<file path="config.mk">
export PLATFORM = sky130hd
export DESIGN_NAME = pc_sequencer_flat
export DESIGN_NICKNAME = d
export VERILOG_FILES = /design/src/rtl/pc_sequencer_if.sv /design/src/rtl/pc_sequencer.sv /design/src/flat_wrapper.sv
export SDC_FILE = /design/constraint.sdc
export NUM_CORES = 1
export LEC_CHECK = 0
export ABC_AREA = 1
export CAP_MARGIN = 10
export CORE_ASPECT_RATIO = 2
export CORE_MARGIN = 4
export CORE_UTILIZATION = 35
export CTS_CLUSTER_SIZE = 12
export DETAILED_ROUTE_END_ITERATION = 10
export GPL_TIMING_DRIVEN = 0
export PLACE_DENSITY_LB_ADDON = 0.15
export SYNTH_ARGS = -nofsm -noshare
export SYNTH_HDL_FRONTEND = slang
export SYNTH_SLANG_ARGS = --single-unit
</file>
<file path="constraint.sdc">
create_clock -name clock -period 1.7 [get_ports clock]
set_input_delay 0.34 -clock clock [delete_from_list [all_inputs] [get_ports clock]]
set_output_delay 0.34 -clock clock [all_outputs]
set_load 0.03 [all_outputs]
</file>
<file path="src/rtl/pc_sequencer_if.sv">
// Harness/decoder <-> program-counter sequencer bundle: control requests in,
// fetch address and status out.
interface pc_sequencer_if #(
    parameter int PC_W = 10
);
    logic            start;
    logic            branch_op;
    logic            halt_op;
    logic [PC_W-1:0] branch_tgt;
    logic            jump_flag;
    logic [PC_W-1:0] pc;
    logic            fetch_valid;
    logic            done;

    modport master (
        output start, branch_op, halt_op, branch_tgt, jump_flag,
        input  pc, fetch_valid, done
    );

    modport slave (
        input  start, branch_op, halt_op, branch_tgt, jump_flag,
        output pc, fetch_valid, done
    );
endinterface

</file>
<file path="src/rtl/pc_sequencer.sv">
// Purpose: steps the PC, issues fetches, resolves BLQZ branches, runs start/halt handshake.
// Latency: pc/done registered, one-cycle update; every branch costs exactly one bubble cycle.
// Backpressure: none; fetch_valid drops for the branch bubble and outside RUN.
module pc_sequencer #(
    parameter int              PC_W     = 10,
    parameter logic [PC_W-1:0] START_PC = '0
) (
    input logic          clock,
    input logic          reset_n,
    pc_sequencer_if.slave bus
);

    typedef enum logic [1:0] {
        IDLE    = 2'd0,
        RUN     = 2'd1,
        BR_WAIT = 2'd2,
        DONE    = 2'd3
    } state_t;

    state_t          state_q, state_d;
    logic [PC_W-1:0] pc_q, pc_d;
    logic [PC_W-1:0] tgt_q, tgt_d;
    logic            done_q, done_d;

    always_ff @(posedge clock or negedge reset_n) begin
        if (!reset_n) begin
            state_q <= IDLE;
            pc_q    <= START_PC;
            tgt_q   <= '0;
            done_q  <= 1'b0;
        end else begin
            state_q <= state_d;
            pc_q    <= pc_d;
            tgt_q   <= tgt_d;
            done_q  <= done_d;
        end
    end

    always_comb begin
        state_d = state_q;
        pc_d    = pc_q;
        tgt_d   = tgt_q;
        done_d  = done_q;
        unique case (state_q)
            IDLE: begin
                if (bus.start) begin
                    pc_d    = START_PC;
                    done_d  = 1'b0;
                    state_d = RUN;
                end
            end
            RUN: begin
                // Halt outranks a simultaneous branch; the branch is simply dropped.
                if (bus.halt_op) begin
                    done_d  = 1'b1;
                    state_d = DONE;
                end else if (bus.branch_op) begin
                    tgt_d   = bus.branch_tgt;
                    state_d = BR_WAIT;
                end else begin
                    pc_d = pc_q + 1'b1;
                end
            end
            BR_WAIT: begin
                // The ALU's registered flag for this BLQZ is valid only in this bubble.
                pc_d    = bus.jump_flag ? tgt_q : pc_q + 1'b1;
                state_d = RUN;
            end
            DONE: begin
                // Harness must drop start before a new run can be accepted.
                if (!bus.start) begin
                    state_d = IDLE;
                end
            end
            default: state_d = IDLE;
        endcase
    end

    assign bus.pc          = pc_q;
    assign bus.fetch_valid = (state_q == RUN);
    assign bus.done        = done_q;

endmodule

</file>
<file path="src/flat_wrapper.sv">
// flat-port wrapper written by rule: the top's interface ports become plain ports
module pc_sequencer_flat 
#(
    parameter int              PC_W     = 10,
    parameter logic [PC_W-1:0] START_PC = '0
)
  (clock, reset_n, bus_start, bus_branch_op, bus_halt_op, bus_branch_tgt, bus_jump_flag, bus_pc, bus_fetch_valid, bus_done);
  pc_sequencer_if #(.PC_W(PC_W)) bus_i ();
  input logic clock;
  input logic reset_n;
  input wire logic [$bits(bus_i.start)-1:0] bus_start;
  input wire logic [$bits(bus_i.branch_op)-1:0] bus_branch_op;
  input wire logic [$bits(bus_i.halt_op)-1:0] bus_halt_op;
  input wire logic [$bits(bus_i.branch_tgt)-1:0] bus_branch_tgt;
  input wire logic [$bits(bus_i.jump_flag)-1:0] bus_jump_flag;
  output wire logic [$bits(bus_i.pc)-1:0] bus_pc;
  output wire logic [$bits(bus_i.fetch_valid)-1:0] bus_fetch_valid;
  output wire logic [$bits(bus_i.done)-1:0] bus_done;
  assign bus_i.start = bus_start;
  assign bus_i.branch_op = bus_branch_op;
  assign bus_i.halt_op = bus_halt_op;
  assign bus_i.branch_tgt = bus_branch_tgt;
  assign bus_i.jump_flag = bus_jump_flag;
  assign bus_pc = bus_i.pc;
  assign bus_fetch_valid = bus_i.fetch_valid;
  assign bus_done = bus_i.done;
  pc_sequencer #(.PC_W(PC_W), .START_PC(START_PC)) u_core (.clock(clock), .reset_n(reset_n), .bus(bus_i));
endmodule
</file>
==> flow_summary_export.csv, run 1 <==
group,metric,value,unit
timing,max_slew_margin,29.3,%
placed_design,io_buffers,27,
cts,cts-buffers-inserted,3,
hold_path,holdPathStages,1,
job,drv_cap,0,
cts,cts_tree,"yes",
hold_path,holdCritStartpoint,"u_core.tgt_q[5]",
floorplanning,die_area,4920,sq um
cts,clockBufferDepth,2,
setup_path,cp-end-kind,"output port",
layout,seqCellArea,576,sq um
setup_path,path_max_fanout,2,
timing,worst_pin_slew,1.06,ns
detailed_routing,vias_per_cell,4.91,
power_and_ir_drop,pwr-share-comb,48.3,%
power_and_ir_drop,leakage,0.880,nW
logic_synthesis,syn_nets,192,
setup_path,r2r_slack,0.09,ns
detailed_routing,drcViolationCount,0,
global_routing,grt_max_degree,24,
layout,drive_above_1_share,10.4,%
timing,rsz0062_at_grt,"true",
layout,finalNetCount,224,
floorplanning,coreArea,3650,sq um
cts,root_buffer,"clkbuf_8",
timing,fin_crit_sh,95.6,%
floorplanning,start_util,36.6,%
timing,final_max_slew_viol_count,0,
global_routing,grt_pass1_vias,1244,
setup_path,worst_ep_required_time,1.36,ns
power_and_ir_drop,internal_power,1.36,mW
timing,setup_viol,0,
global_routing,grt_pass1_wl,5510,microns
detailed_routing,firstDrtPassIters,4,
logic_synthesis,postSynthCellCount,171,
placed_design,dpl_worst_slack,-0.149,ns
cts,insertion_delay,0.27,ns
layout,final_util,46.7,%
power_and_ir_drop,p_sw_share,44.4,%
global_routing,overflow,0,
floorplanning,rows,31,
logic_synthesis,ys_ff_latch,23,
setup_path,worstReg2RegEnd,"u_core.tgt_q[8]",
logic_synthesis,yosysWarningCount,0,
power_and_ir_drop,p_per_area,1440,nW/um^2
timing,hold_viol,0,
outcome,status,"finished, final reports clean",
detailed_routing,vias,1233,
placed_design,hpwl,2450,microns
timing,finalWorstSetupSlack,0.0748,ns
setup_path,cp_cell_sequence,"clkdlybuf4s50_1",
detailed_routing,wl_per_cell,12.4,microns
hold_path,min_to,"u_core.tgt_q[5]",
detailed_routing,drt_iter0_drc,24,
timing,fin_hold_ws,0.520,ns
setup_path,startpoint_type,"register",
placed_design,gp_congestion,0.960,
logic_synthesis,avgSynthCellArea,7.80,sq um
layout,multi_input_area,673,sq um
timing,tns,0,ns
setup_path,critical_path_arrival,1.29,ns
setup_path,r2r-start,"u_core.state_q[1]",
cts,cts.sinks,23,
detailed_routing,drt-total-wl,3120,microns
timing,max_freq,0.615,GHz
logic_synthesis,yosysSeqAreaShare,43.2,%
power_and_ir_drop,p_seq_share,37.6,%
hold_path,hp-class,"reg -> reg",
timing,layout_min_cycle_time,1.63,ns
setup_path,worstSetupPathType,"reg -> out",
logic_synthesis,yosysUniqueCellTypes,23,
setup_path,crit_buf_inv,1,
timing,finClkSkew,0.00260,ns
layout,diodes,0,
setup_path,ff2ff_path_depth,7,
floorplanning,die_y,95.3,microns
logic_synthesis,netlist_area,1330,sq um
global_routing,antenna_found_initial,0,
global_routing,grt_use_total,14.8,%
cts,htreeDepth,1,
setup_path,slowest_stage,"clkdlybuf4s50_1",
layout,fillCellCount,403,
power_and_ir_drop,power.switching,1.09,mW
setup_path,slowest_delay,0.67,ns
power_and_ir_drop,p_clk_share,14.1,%
cts,path_clk_slew,0.08,ns
floorplanning,pin_count,28,
setup_path,crit_family,"buffers and inverters",
floorplanning,die_w,51.7,microns
power_and_ir_drop,vdd_drop_max,0.00111,V
layout,syn_to_final_growth,27.8,%
detailed_routing,drtAntennaViolNets,0,
worst reg2reg max path, cell delays in order, from the launching register on:
cell and delay, ns:
dfrtp_1 0.41, inv_1 0.10, ha_2 0.22, inv_2 0.08, nor2_4 0.12, nand2_2 0.11
buf_6 0.17, mux2_4 0.29
area by class of cell:
| cell class | count | share of cell area [%] |
|---|---|---|
| multi-input combinational | 125 | 39.5 |
| sequential | 23 | 33.8 |
| timing repair buffer | 27 | 14.8 |
| inverter | 21 | 4.63 |
| tap | 49 | 3.60 |
| clock buffer | 3 | 2.42 |
| buffer | 2 | 0.954 |
| clock inverter | 1 | 0.294 |
power by group through the flow:
| stage | Clock, mW | Combinational (mW) | Sequential (mW) |
|---|---|---|---|
| 5_1_grt | 0.381 | 1.34 | 0.955 |
| 3_5_place_dp | 0 | 1.22 | 0.939 |
| 3_3_place_gp | 0 | 1.20 | 0.927 |
| 6_report | 0.345 | 1.19 | 0.923 |
| 2_1_floorplan | 0 | 0.735 | 1.00 |
| 4_1_cts | 0.359 | 1.19 | 0.925 |
kinds of logic after synthesis:
kind of cell	share of synthesized area (%)
simple gates	28.3
fa+ha+maj	4.69
buf+inv	7.13
mux	7.04
compound gates	9.66
flops	43.2
worst max path at each step:
stage / start / to / slack [ns] / cells past startpoint
after floorplan: u_core.state_q[1] / u_core.tgt_q[5] / 0.09 / 7
after global placement: bus_halt_op / u_core.bus.pc[0] / -0.14 / 5
after detailed placement: bus_halt_op / u_core.bus.pc[1] / -0.15 / 5
after CTS: u_core.state_q[1] / bus_fetch_valid / 0.05 / 3
after global routing: u_core.state_q[1] / u_core.tgt_q[6] / -0.005 / 7
final: u_core.bus.done / bus_done / 0.07 / 1
cell usage after synthesis:
cell type  count  area, sq um
o21ai_1        1         5.00
nor2_1        12         45.0
dfrtp_1       23          576
o31ai_1        1         7.51
mux2_4         4         60.1
mux2_2         3         33.8
o21ai_0        9         45.0
a21oi_1        7         35.0
inv_2          1         3.75
nor3_1         1         5.00
o21bai_1       2         15.0
buf_6          1         11.3
inv_1         20         75.1
a22oi_1        2         15.0
nand2_2        1         6.26
nand4_1        1         6.26
nor2_4         1         11.3
o22ai_1        1         6.26
ha_1           5         62.6
or2_2          1         6.26
nand3_1       19         95.1
nand2_1       54          203
buf_2          1         5.00
registers in the layout, indices dropped and copies added (netlist names):
name / cells
u_core.bus.done: 1
u_core.bus.pc: 10
u_core.tgt_q: 10
u_core.state_q: 2
through the flow:
stage	instance area [sq um]	instances	total power, mW
after floorplan	1340	171	1.74
after global placement	1670	247	2.13
after detailed placement	1670	247	2.16
after CTS	1700	251	2.48
after global routing	1700	251	2.67
final	1700	251	2.45
placed cells by master (no fill, tap or decap), types with 2 or more instances in the layout:
cell and instances:
a21oi_1 7, nand2_2 2, o21ai_0 9, dfrtp_1 23, buf_2 2, nand2_1 53
dlygate4sd2_1 10, nor2_1 12, clkbuf_8 3, mux2_4 4, o21bai_1 2, nand3_1 18
clkdlybuf4s50_1 16, ha_1 4, mux2_2 3, inv_1 20, a22oi_1 2
repair_timing:
action | 4_1_cts | 5_1_grt
hold endpoints to repair | 0 | 0
pin swaps | 0 | 0
endpoints found under the setup margin | 11 | 11
buffers inserted | 0 | 0
resized for setup | 13 | 4
hold buffers | 0 | 0
per-layer routing:
layer  track usage (%)  vias up  wire length (microns)
met4              7.00        0                     85
met2              27.7       40                   1710
met1              15.6      569                   1170
met3              2.35        9                    151
met5                 0        -                      0
li1                  -      615                      -
(Power assumes the default switching activity.)
==> run 2, diff against run 1 <==
SLEW_MARGIN = 20   (was not set)
==> run 2 against run 1 <==
Critical endpoint unchanged. Critical path type unchanged. Power about the same. Via count stayed put. Worst setup slack is the same. First-iteration DRC count is 4.2% higher.
==> flow_summary_export.csv, run 2 (same netlist as run 1, synthesis figures left out) <==
group,metric,value,unit
setup_path,slowest_delay,0.67,ns
layout,final_area,1700,sq um
setup_path,crit_family,"buffers and inverters",
power_and_ir_drop,leakage,0.880,nW
timing,tns,0,ns
timing,final_max_slew_viol_count,0,
cts,cts.sinks,23,
cts,path_clk_slew,0.08,ns
floorplanning,pin_count,28,
global_routing,grt_use_total,14.8,%
layout,syn_to_final_growth,27.4,%
layout,diodes,0,
placed_design,placed_area,1670,sq um
cts,insertion_delay,0.27,ns
floorplanning,die_w,51.7,microns
placed_design,dpl_worst_slack,-0.149,ns
global_routing,grt_pass1_wl,5510,microns
detailed_routing,drcViolationCount,0,
global_routing,grt_max_degree,24,
power_and_ir_drop,p_per_area,1440,nW/um^2
timing,layout_min_cycle_time,1.63,ns
setup_path,worst_ep_required_time,1.36,ns
cts,root_buffer,"clkbuf_8",
setup_path,slowest_stage,"clkdlybuf4s50_1",
setup_path,crit_buf_inv,1,
floorplanning,start_util,36.6,%
global_routing,antenna_found_initial,0,
detailed_routing,wl_per_cell,12.4,microns
timing,fin_crit_sh,95.6,%
global_routing,overflow,0,
setup_path,r2r-start,"u_core.state_q[1]",
power_and_ir_drop,finalPower,2.45,mW
cts,postCtsHoldBufs,0,
setup_path,cp-end-kind,"output port",
floorplanning,die_area,4920,sq um
cts,clockBufferDepth,2,
setup_path,path_max_fanout,2,
timing,rsz0062_at_grt,"true",
setup_path,cp_cell_sequence,"clkdlybuf4s50_1",
timing,max_slew_margin,64.8,%
detailed_routing,vias_per_cell,4.91,
job,drv_cap,0,
cts,htreeDepth,1,
outcome,status,"finished, final reports clean",
timing,worst_pin_slew,0.528,ns
timing,hold_viol,0,
timing,max_freq,0.615,GHz
layout,final_util,46.6,%
detailed_routing,firstDrtPassIters,4,
cts,cts-buffers-inserted,3,
timing,finClkSkew,0.00260,ns
placed_design,hpwl,2450,microns
placed_design,gp_congestion,0.960,
timing,finalWorstSetupSlack,0.0748,ns
timing,setup_viol,0,
setup_path,critical_path_arrival,1.29,ns
detailed_routing,vias,1233,
layout,drive_above_1_share,10.9,%
layout,finalNetCount,224,
floorplanning,rows,31,
global_routing,grt_pass1_vias,1244,
layout,final_common_cell,"nand2_1",
setup_path,cp-startpoint,"u_core.bus.done",
setup_path,startpoint_type,"register",
placed_design,dp.cells,247,
detailed_routing,drt-total-wl,3120,microns
layout,fin_cells,251,
detailed_routing,drt_iter0_drc,25,
timing,fin_hold_ws,0.0376,ns
floorplanning,die_y,95.3,microns
detailed_routing,drtAntennaViolNets,0,
hold_path,hp-class,"in -> async",
layout,layout_common_cells,"53 x nand2_1, 23 x dfrtp_1, 20 x inv_1",
cts,cts_setup_buffers,0,
placed_design,io_buffers,27,
floorplanning,coreArea,3650,sq um
setup_path,worstSetupPathType,"reg -> out",
power_and_ir_drop,vdd_drop_max,0.00111,V
cts,cts_tree,"yes",
-- run 2: layer usage --
layer  vias to the layer above  GRT usage [%]  routed length, microns
met5                         -              0                       0
met1                       569           15.6                    1170
met2                        40           27.7                    1710
met3                         9           2.35                     151
met4                         0           7.00                      85
li1                        615              -                       -
-- run 2: final timing paths --
check,endpoint,slack [ns],depth (start not counted)
hold / removal,u_core.bus.pc[3],0.04,1
min in group clock,u_core.tgt_q[5],0.52,1
setup reg to reg,u_core.tgt_q[8],0.09,7
hold reg to reg,u_core.tgt_q[5],0.52,1
setup / recovery,bus_done,0.07,1
max in group asynchronous,u_core.tgt_q[9],1.30,1
-- run 2: worst reg2reg max path, stage by stage, from the launching register on --
cell	delay, ns
dfrtp_1	0.41
inv_1	0.10
ha_2	0.22
inv_2	0.08
nor2_4	0.12
nand2_2	0.11
buf_6	0.17
mux2_4	0.29
-- run 2: final cells by class --
type / instances / area, sq um
Buffer: 2 / 16.3
Clock buffer: 3 / 41.3
Clock inverter: 1 / 5.00
Fill cell: 403 / 1950
Inverter: 21 / 78.8
Multi-Input combinational cell: 125 / 673
Sequential cell: 23 / 576
Tap cell: 49 / 61.3
Timing Repair Buffer: 27 / 248
-- run 2: power by group --
part           internal, mW  total, mW  switching, mW
registers             0.751      0.923          0.173
clock network         0.164      0.345          0.181
logic                 0.449       1.18          0.736
-- run 2: repair_timing --
item                                    CTS  global route
endpoints found under the hold margin     0             0
endpoints found under the setup margin   11            11
gates resized for setup                  13             4
